--- src/rtl/float2fixed_pipe_if.sv ---
// Handshake and data bundle for float2fixed_pipe: input beat side, output beat side
// and per-lane status flags, shared by converter and its producer/consumer.
interface float2fixed_pipe_if #(
  parameter int LANES = 1,
  parameter int EXP_W = 5,
  parameter int MAN_W = 10,
  parameter int FIX_W = 44
);
  localparam int FW = 1 + EXP_W + MAN_W;

  logic                   in_valid;
  logic                   in_ready;
  logic                   rnd_mode;
  logic [LANES*FW-1:0]    float_in;
  logic                   out_valid;
  logic                   out_ready;
  logic [LANES*FIX_W-1:0] fixed_out;
  logic [LANES-1:0]       sat_flag;
  logic [LANES-1:0]       nan_flag;
  logic [LANES-1:0]       inex_flag;

  modport master (
    output in_valid, rnd_mode, float_in, out_ready,
    input  in_ready, out_valid, fixed_out, sat_flag, nan_flag, inex_flag
  );

  modport slave (
    input  in_valid, rnd_mode, float_in, out_ready,
    output in_ready, out_valid, fixed_out, sat_flag, nan_flag, inex_flag
  );
endinterface

--- src/rtl/float2fixed_pipe.sv ---
// Multi-lane three-stage float to signed fixed-point converter: classify, shift/round,
// negate/saturate. One global advance enable stalls every stage together.
module float2fixed_pipe #(
  parameter int LANES  = 1,
  parameter int EXP_W  = 5,
  parameter int MAN_W  = 10,
  parameter int FIX_W  = 44,
  parameter int FRAC_W = 24
) (
  input logic               clk,
  input logic               reset,
  float2fixed_pipe_if.slave bus
);
  localparam int FW    = 1 + EXP_W + MAN_W;
  localparam int BIAS  = (1 << (EXP_W - 1)) - 1;
  localparam int MW    = MAN_W + 1;
  localparam int MAG_W = FIX_W + MW + 1;
  localparam int RX_W  = MW + MAN_W + 2;
  localparam int SHW   = $clog2(FIX_W + MAN_W + 4);

  localparam logic [EXP_W-1:0] EXP_ONES = '1;
  localparam logic [MAG_W-1:0] MAX_MAG  = {{(MAG_W-FIX_W+1){1'b0}}, {(FIX_W-1){1'b1}}};
  localparam logic [MAG_W-1:0] MIN_MAG  = {{(MAG_W-FIX_W){1'b0}}, 1'b1, {(FIX_W-1){1'b0}}};
  localparam logic [FIX_W-1:0] FIX_MAX  = {1'b0, {(FIX_W-1){1'b1}}};
  localparam logic [FIX_W-1:0] FIX_MIN  = {1'b1, {(FIX_W-1){1'b0}}};

  logic en_s;

  logic             sign_s   [LANES];
  logic [EXP_W-1:0] exp_s    [LANES];
  logic [MAN_W-1:0] frac_s   [LANES];
  logic             nan_s    [LANES];
  logic             inf_s    [LANES];
  logic [MW-1:0]    man_s    [LANES];
  int               e_term_s [LANES];
  logic             left_s   [LANES];
  logic             big_s    [LANES];
  logic [SHW-1:0]   sh_s     [LANES];

  logic             s1_valid_r;
  logic             s1_rnd_r;
  logic             s1_sign_r [LANES];
  logic             s1_nan_r  [LANES];
  logic             s1_inf_r  [LANES];
  logic             s1_left_r [LANES];
  logic             s1_big_r  [LANES];
  logic [MW-1:0]    s1_man_r  [LANES];
  logic [SHW-1:0]   s1_sh_r   [LANES];

  logic [RX_W-1:0]  rx_s   [LANES];
  logic             rup_s  [LANES];
  logic [MAG_W-1:0] mag_s  [LANES];
  logic             ovf_s  [LANES];
  logic             inex_s [LANES];

  logic             s2_valid_r;
  logic             s2_sign_r [LANES];
  logic             s2_nan_r  [LANES];
  logic             s2_ovf_r  [LANES];
  logic             s2_inex_r [LANES];
  logic [MAG_W-1:0] s2_mag_r  [LANES];

  logic [FIX_W-1:0] res_s   [LANES];
  logic             sat_s   [LANES];
  logic             nanf_s  [LANES];
  logic             inexf_s [LANES];

  logic                   out_valid_r;
  logic [LANES*FIX_W-1:0] fixed_r;
  logic [LANES-1:0]       sat_r;
  logic [LANES-1:0]       nan_r;
  logic [LANES-1:0]       inex_r;

  assign en_s          = !out_valid_r || bus.out_ready;
  assign bus.in_ready  = en_s;
  assign bus.out_valid = out_valid_r;
  assign bus.fixed_out = fixed_r;
  assign bus.sat_flag  = sat_r;
  assign bus.nan_flag  = nan_r;
  assign bus.inex_flag = inex_r;

  // Stage 1 logic: unpack, classify, attach hidden bit, derive shift direction and amount.
  always_comb begin
    for (int k = 0; k < LANES; k++) begin
      sign_s[k]   = bus.float_in[k*FW + FW - 1];
      exp_s[k]    = bus.float_in[k*FW + MAN_W +: EXP_W];
      frac_s[k]   = bus.float_in[k*FW +: MAN_W];
      nan_s[k]    = 1'b0;
      inf_s[k]    = 1'b0;
      man_s[k]    = '0;
      e_term_s[k] = 0;
      left_s[k]   = 1'b1;
      big_s[k]    = 1'b0;
      sh_s[k]     = '0;
      if (exp_s[k] == EXP_ONES) begin
        nan_s[k] = (frac_s[k] != '0);
        inf_s[k] = (frac_s[k] == '0);
      end else if (exp_s[k] == '0) begin
        man_s[k]    = {1'b0, frac_s[k]};
        e_term_s[k] = 1 - BIAS - MAN_W + FRAC_W;
      end else begin
        man_s[k]    = {1'b1, frac_s[k]};
        e_term_s[k] = int'(exp_s[k]) - BIAS - MAN_W + FRAC_W;
      end
      // Shifts beyond these limits resolve to "certain overflow" or "flushes to zero".
      if (e_term_s[k] >= 0) begin
        if (e_term_s[k] > FIX_W) begin
          big_s[k] = 1'b1;
        end else begin
          sh_s[k] = SHW'(e_term_s[k]);
        end
      end else begin
        left_s[k] = 1'b0;
        if (-e_term_s[k] > MAN_W + 2) begin
          big_s[k] = 1'b1;
        end else begin
          sh_s[k] = SHW'(-e_term_s[k]);
        end
      end
    end
  end

  // Stage 1 register.
  always_ff @(posedge clk or posedge reset) begin
    if (reset) begin
      s1_valid_r <= 1'b0;
      s1_rnd_r   <= 1'b0;
      for (int k = 0; k < LANES; k++) begin
        s1_sign_r[k] <= 1'b0;
        s1_nan_r[k]  <= 1'b0;
        s1_inf_r[k]  <= 1'b0;
        s1_left_r[k] <= 1'b0;
        s1_big_r[k]  <= 1'b0;
        s1_man_r[k]  <= '0;
        s1_sh_r[k]   <= '0;
      end
    end else if (en_s) begin
      s1_valid_r <= bus.in_valid;
      s1_rnd_r   <= bus.rnd_mode;
      for (int k = 0; k < LANES; k++) begin
        s1_sign_r[k] <= sign_s[k];
        s1_nan_r[k]  <= nan_s[k];
        s1_inf_r[k]  <= inf_s[k];
        s1_left_r[k] <= left_s[k];
        s1_big_r[k]  <= big_s[k];
        s1_man_r[k]  <= man_s[k];
        s1_sh_r[k]   <= sh_s[k];
      end
    end
  end

  // Stage 2 logic: barrel shift, round (guard/lsb/sticky below the kept bits), inexact detect.
  always_comb begin
    for (int k = 0; k < LANES; k++) begin
      rx_s[k]   = '0;
      rup_s[k]  = 1'b0;
      mag_s[k]  = '0;
      ovf_s[k]  = 1'b0;
      inex_s[k] = 1'b0;
      if (s1_nan_r[k] || s1_inf_r[k]) begin
        ovf_s[k] = s1_inf_r[k];
      end else if (s1_left_r[k]) begin
        if (s1_big_r[k]) begin
          ovf_s[k] = (s1_man_r[k] != '0);
        end else begin
          mag_s[k] = MAG_W'(s1_man_r[k]) << s1_sh_r[k];
        end
      end else if (s1_big_r[k]) begin
        inex_s[k] = (s1_man_r[k] != '0);
      end else begin
        rx_s[k]   = {s1_man_r[k], {(MAN_W+2){1'b0}}} >> s1_sh_r[k];
        inex_s[k] = rx_s[k][MAN_W+1] | (|rx_s[k][MAN_W:0]);
        rup_s[k]  = s1_rnd_r & rx_s[k][MAN_W+1] & (rx_s[k][MAN_W+2] | (|rx_s[k][MAN_W:0]));
        mag_s[k]  = MAG_W'(rx_s[k][RX_W-1:MAN_W+2]) + MAG_W'(rup_s[k]);
      end
    end
  end

  // Stage 2 register.
  always_ff @(posedge clk or posedge reset) begin
    if (reset) begin
      s2_valid_r <= 1'b0;
      for (int k = 0; k < LANES; k++) begin
        s2_sign_r[k] <= 1'b0;
        s2_nan_r[k]  <= 1'b0;
        s2_ovf_r[k]  <= 1'b0;
        s2_inex_r[k] <= 1'b0;
        s2_mag_r[k]  <= '0;
      end
    end else if (en_s) begin
      s2_valid_r <= s1_valid_r;
      for (int k = 0; k < LANES; k++) begin
        s2_sign_r[k] <= s1_sign_r[k];
        s2_nan_r[k]  <= s1_nan_r[k];
        s2_ovf_r[k]  <= ovf_s[k];
        s2_inex_r[k] <= inex_s[k];
        s2_mag_r[k]  <= mag_s[k];
      end
    end
  end

  // Stage 3 logic: the negative limit is one larger in magnitude, so it is not a clamp.
  always_comb begin
    for (int k = 0; k < LANES; k++) begin
      res_s[k]   = '0;
      sat_s[k]   = 1'b0;
      nanf_s[k]  = 1'b0;
      inexf_s[k] = 1'b0;
      if (s2_nan_r[k]) begin
        nanf_s[k] = 1'b1;
      end else if (s2_ovf_r[k] || (s2_mag_r[k] > (s2_sign_r[k] ? MIN_MAG : MAX_MAG))) begin
        res_s[k]   = s2_sign_r[k] ? FIX_MIN : FIX_MAX;
        sat_s[k]   = 1'b1;
        inexf_s[k] = s2_inex_r[k];
      end else begin
        res_s[k]   = s2_sign_r[k] ? -s2_mag_r[k][FIX_W-1:0] : s2_mag_r[k][FIX_W-1:0];
        inexf_s[k] = s2_inex_r[k];
      end
    end
  end

  // Output register: updated only on advance, so results hold while the consumer stalls.
  always_ff @(posedge clk or posedge reset) begin
    if (reset) begin
      out_valid_r <= 1'b0;
      fixed_r     <= '0;
      sat_r       <= '0;
      nan_r       <= '0;
      inex_r      <= '0;
    end else if (en_s) begin
      out_valid_r <= s2_valid_r;
      for (int k = 0; k < LANES; k++) begin
        fixed_r[k*FIX_W +: FIX_W] <= res_s[k];
        sat_r[k]                  <= sat_s[k];
        nan_r[k]                  <= nanf_s[k];
        inex_r[k]                 <= inexf_s[k];
      end
    end
  end
endmodule

--- src/flat_wrapper.sv ---
// flat-port wrapper written by rule: the top's interface ports become plain ports
module float2fixed_pipe_flat 
#(
  parameter int LANES  = 1,
  parameter int EXP_W  = 5,
  parameter int MAN_W  = 10,
  parameter int FIX_W  = 44,
  parameter int FRAC_W = 24
)
  (clk, reset, bus_in_valid, bus_rnd_mode, bus_float_in, bus_out_ready, bus_in_ready, bus_out_valid, bus_fixed_out, bus_sat_flag, bus_nan_flag, bus_inex_flag);
  float2fixed_pipe_if #(.LANES(LANES), .EXP_W(EXP_W), .MAN_W(MAN_W), .FIX_W(FIX_W)) bus_i ();
  input logic clk;
  input logic reset;
  input wire logic [$bits(bus_i.in_valid)-1:0] bus_in_valid;
  input wire logic [$bits(bus_i.rnd_mode)-1:0] bus_rnd_mode;
  input wire logic [$bits(bus_i.float_in)-1:0] bus_float_in;
  input wire logic [$bits(bus_i.out_ready)-1:0] bus_out_ready;
  output wire logic [$bits(bus_i.in_ready)-1:0] bus_in_ready;
  output wire logic [$bits(bus_i.out_valid)-1:0] bus_out_valid;
  output wire logic [$bits(bus_i.fixed_out)-1:0] bus_fixed_out;
  output wire logic [$bits(bus_i.sat_flag)-1:0] bus_sat_flag;
  output wire logic [$bits(bus_i.nan_flag)-1:0] bus_nan_flag;
  output wire logic [$bits(bus_i.inex_flag)-1:0] bus_inex_flag;
  assign bus_i.in_valid = bus_in_valid;
  assign bus_i.rnd_mode = bus_rnd_mode;
  assign bus_i.float_in = bus_float_in;
  assign bus_i.out_ready = bus_out_ready;
  assign bus_in_ready = bus_i.in_ready;
  assign bus_out_valid = bus_i.out_valid;
  assign bus_fixed_out = bus_i.fixed_out;
  assign bus_sat_flag = bus_i.sat_flag;
  assign bus_nan_flag = bus_i.nan_flag;
  assign bus_inex_flag = bus_i.inex_flag;
  float2fixed_pipe #(.LANES(LANES), .EXP_W(EXP_W), .MAN_W(MAN_W), .FIX_W(FIX_W), .FRAC_W(FRAC_W)) u_core (.clk(clk), .reset(reset), .bus(bus_i));
endmodule
--- config.mk ---
export PLATFORM = sky130hd
export DESIGN_NAME = float2fixed_pipe_flat
export DESIGN_NICKNAME = d
export VERILOG_FILES = /design/src/rtl/float2fixed_pipe_if.sv /design/src/rtl/float2fixed_pipe.sv /design/src/flat_wrapper.sv
export SDC_FILE = /design/constraint.sdc
export NUM_CORES = 1
export LEC_CHECK = 0
export BUFFER_PORTS_ARGS = -buffer_cell sky130_fd_sc_hd__buf_4
export CAP_MARGIN = 15
export CORE_MARGIN = 8
export CORE_UTILIZATION = 45
export CTS_CLUSTER_DIAMETER = 200
export DETAILED_ROUTE_END_ITERATION = 10
export GPL_TIMING_DRIVEN = 1
export HOLD_SLACK_MARGIN = 0.08
export PLACE_DENSITY = 0.76
export SETUP_SLACK_MARGIN = 0.2
export SLEW_MARGIN = 10
export SYNTH_ARGS = -nofsm -noshare
export SYNTH_HDL_FRONTEND = slang
export SYNTH_SLANG_ARGS = --single-unit
--- constraint.sdc ---
create_clock -name clk -period 4 [get_ports clk]
set_clock_uncertainty 0.15 [all_clocks]
set_input_delay 0.2 -clock clk [delete_from_list [all_inputs] [get_ports clk]]
set_output_delay 0.2 -clock clk [all_outputs]
set_load 0.02 [all_outputs]
==> summary.txt <==
Die
  – Boundary pin count: 70
  – Starting Density: 0.456
  – Die height: 164 microns
  – Core area: around 0.022 sq mm
  – FP Rows: 54
  – Die X: ~160 microns
  – Die ar.: between 0.02 and 0.03 sq mm

CTS
  – CTS max path bufs: 2
  – CTS root buffer: clkbuf_16
  – H-tree depth: 4
  – Worst skew pair latency: ~430 ps
  – Count of clock tree sinks: 133
  – CTS clk-pin slew, worst paths: approximately 60 ps
  – CTS Buf Count: 17
  – CTS tree: built

Global route
  – Grt total ovfl: 0
  – First-pass GRT wire length: roughly 48 mm
  – Largest net degree at the start of global routing: 134
  – Initial antenna violation count: 0
  – Number of global-route vias before repair: ~9200
  – GRT Total Usage: 0.219

Power and ir drop
  – Combinational share of power: 0.488
  – Pwr dens: about 570 mW/mm^2
  – Int Pwr: around 3900 uW
  – Clock Power Share: 0.220
  – Peak supply drop: 0.327 mV
  – Seq pwr share: 0.292
  – Sw Ratio: 0.425
  – Leakage power: approximately 0.0053 uW
  – Net switching power: 2870 uW

Setup path
  – Worst EP arrival: 3810 ps
  – CP startpoint kind: input pin
  – CP Max Fanout: 6
  – Worst R2R End: u_core.bus.fixed_out[16]$_DFFE_PP0P_
  – WP data required: 4180 ps
  – CP most frequent cell: buf_4
  – Crit path launch: bus_float_in[14]
  – Reg2Reg Setup Slack: 460 ps
  – Setup crit end kind: flip-flop
  – Worst path max stage delay: 540 ps
  – Reg-to-reg critical path startpoint: u_core.s2_sign_r$_DFFE_PP0P_
  – Crit Path Category: input pin to flip-flop
  – Slowest CP cell: dlygate4sd3_1
  – FF-to-FF path depth: 11
  – Crit path to: u_core.s1_sh_r[0]$_DFFE_PP0P_
  – Worst-path cell chain: dlygate4sd3_1, buf_4, ha_1, or2_2, inv_1, nand2_1, ha_1, nand3_1, nor4_2, buf_4, nand4b_1, a21oi_1, nand4_1, a211oi_2, buf_4, nor2_1, o31ai_2

Placement
  – Port bufs: 69
  – Final HPWL DP: about 21 mm
  – GP Congestion: approximately 0.92

Cells and area
  – Area Overhead vs Synth: 19.0%
  – Fillers: approximately 2000
  – Util after Layout: 0.543
  – Proportion of layout cells with a drive suffix above 1: 0.162
  – # diodes: 0
  – Layout net count: approximately 1400

Timing
  – Final setup vio count: 0
  – Peak Freq: around 280 MHz
  – Final setup TNS: 0 ps
  – Slew Limit Fails: 0
  – Fin. Hold Viols: 0
  – Crit share post-route: 0.907
  – Slew headroom: 0.386
  – RSZ-0062 raised after global routing: true
  – Min Tclk post-route: between 3000 and 4000 ps
  – Worst Tran Pin Value: between 900 and 1000 ps

Drt
  – DRC: 0
  – Routed Antenna Nets: 0
  – Vias per inst: roughly 6
  – First-pass DRT Iterations: 5
  – Starting DRT DRC Count: 758
  – DRT Wirelength: 29.2 mm
  – Via count: between 9000 and 10000
  – WL per Instance: ~18 microns

Synth
  – Synthesis warning total: 0
  – Top FF cell, synth: dfrtp_1
  – Post-Syn Instances: about 1200
  – Synth Register Bits: roughly 130
  – Syn_nets: 1276
  – Mapped cell area: a little under 0.01 sq mm
  – Async S/R FF share, synth: 1.00
  – Seq/Total Area, Yosys: 0.337
  – Post-synth cell types: just under 80
  – Number of flops mapped to enable cells by yosys: 0
  – Syn_area_per_cell: ~8.3 sq um

Run
  – Max-Cap Viols: 0

Hold path
  – Hold Crit Depth: 4
  – Worst hold path type: input pin to flip-flop

Run status
  – Status: finished clean
-- placed cells by master, fill, tap and decap left out, drive strengths merged, types with 13 or more instances in the layout --
cell type      n
a21o          13
a21oi         62
a22o          17
a22oi         16
a31oi         14
buf          122
clkbuf        23
dfrtp        133
dlygate4sd3   27
ha            59
inv           23
mux2i         19
nand2        197
nand2b        18
nand3         38
nand3b        13
nand4         24
nor2          82
nor2b         14
nor3          26
nor4          23
o21ai        108
o22ai         14
o31ai         24
xnor2         19
-- logic make-up (layout without fill, tap and decap cells) --
| logic type | after synthesis | in the layout | share of synthesized area |
|---|---|---|---|
| AND/OR/NAND/NOR | 493 | 493 | 0.243 |
| multiplexers | 36 | 36 | 0.0466 |
| adder cells (fa/ha/maj) | 59 | 59 | 0.0747 |
| XOR/XNOR | 29 | 29 | 0.0273 |
| AO/OA/AOI/OAI | 345 | 345 | 0.230 |
| buffers and inverters | 101 | 205 | 0.0414 |
| flip-flops | 133 | 133 | 0.337 |
-- how the worst min path moves through the flow --
stage                          start                               to  slack, ps
floorplan           bus_float_in[15]     u_core.s1_sign_r$_DFFE_PP0P_        160
global placement    bus_float_in[15]     u_core.s1_sign_r$_DFFE_PP0P_        250
detailed placement      bus_in_valid    u_core.s1_valid_r$_DFFE_PP0P_        250
CTS                 bus_float_in[13]  u_core.s1_man_r[10]$_DFFE_PP0P_        210
global route        bus_float_in[13]  u_core.s1_man_r[10]$_DFFE_PP0P_        220
finish              bus_float_in[13]  u_core.s1_man_r[10]$_DFFE_PP0P_        210
-- per-stage QoR --
step	setup WS [ps]	cells	area, sq um	hold WS [ps]	total power [uW]
after global placement	213	1520	10900	255	5090
final	371	1580	11800	206	6740
after CTS	232	1578	11700	207	6710
after detailed placement	146	1520	10900	251	5170
after global routing	152	1580	11800	222	7200
after floorplan	233	1196	9910	162	4050
-- final cells by class --
| type | count | area, sq um | share of cell area |
|---|---|---|---|
| Multi-Input combinational cell | 962 | 6220 | 0.528 |
| Sequential cell | 133 | 3340 | 0.283 |
| Timing Repair Buffer | 149 | 1210 | 0.103 |
| Clock buffer | 23 | 478 | 0.0406 |
| Tap cell | 280 | 350 | 0.0298 |
| Inverter | 25 | 97.6 | 0.00829 |
| Clock inverter | 8 | 76.3 | 0.00649 |
-- routing by layer --
metal | GRT usage | vias to the layer above | share of wire
met5 | 0 | - | 0
met4 | 0.0674 | 0 | 0.022
met3 | 0.0409 | 48 | 0.062
met2 | 0.350 | 331 | 0.46
met1 | 0.296 | 4574 | 0.45
li1 | - | 4619 | -
-- state kept, by name, summed over array words and instances (netlist names), 6 cells and up --
name / count
u_core.s1_sh_r: 6
u_core.s2_mag_r: 56
u_core.s1_man_r: 11
u_core.bus.fixed_out: 44
-- power groups by stage --
stage	combinational, uW	clock [uW]	sequential [uW]
6_report	3290	1490	1970
3_3_place_gp	3120	0	1970
3_5_place_dp	3180	0	1990
4_1_cts	3240	1500	1970
5_1_grt	3630	1560	2010
2_1_floorplan	1880	0	2170
-- cell usage after synthesis (all sizes together), types with 18 or more instances --
library cell / number / share of area
ha: 59 / 0.075
xnor2: 19 / 0.017
nand3: 38 / 0.019
dfrtp: 133 / 0.34
inv: 24 / 0.0091
nor4: 23 / 0.015
mux2i: 19 / 0.019
nor2: 82 / 0.031
a21oi: 62 / 0.032
clkbuf: 59 / 0.022
nand2: 197 / 0.075
nand4: 24 / 0.015
o31ai: 24 / 0.019
o21ai: 108 / 0.055
nand2b: 18 / 0.011
nor3: 26 / 0.014
-- timing repair --
| action | in CTS | in global routing |
|---|---|---|
| resized for setup | 0 | 10 |
| endpoints found under the hold margin | 155 | 0 |
| setup buffers | 0 | 2 |
| hold buffers | 27 | 0 |
| endpoints found under the setup margin | 0 | 45 |
-- worst max-delay path: cells and delay by family --
| kind | cells | cell delay [ps] |
|---|---|---|
| adders and majority gates | 2 | 660 |
| and+or+nand+nor | 7 | 1210 |
| AOI/OAI and AO/OA | 3 | 620 |
| buffers and inverters | 5 | 1100 |
Note: power is estimated with default switching activity, not from simulation.
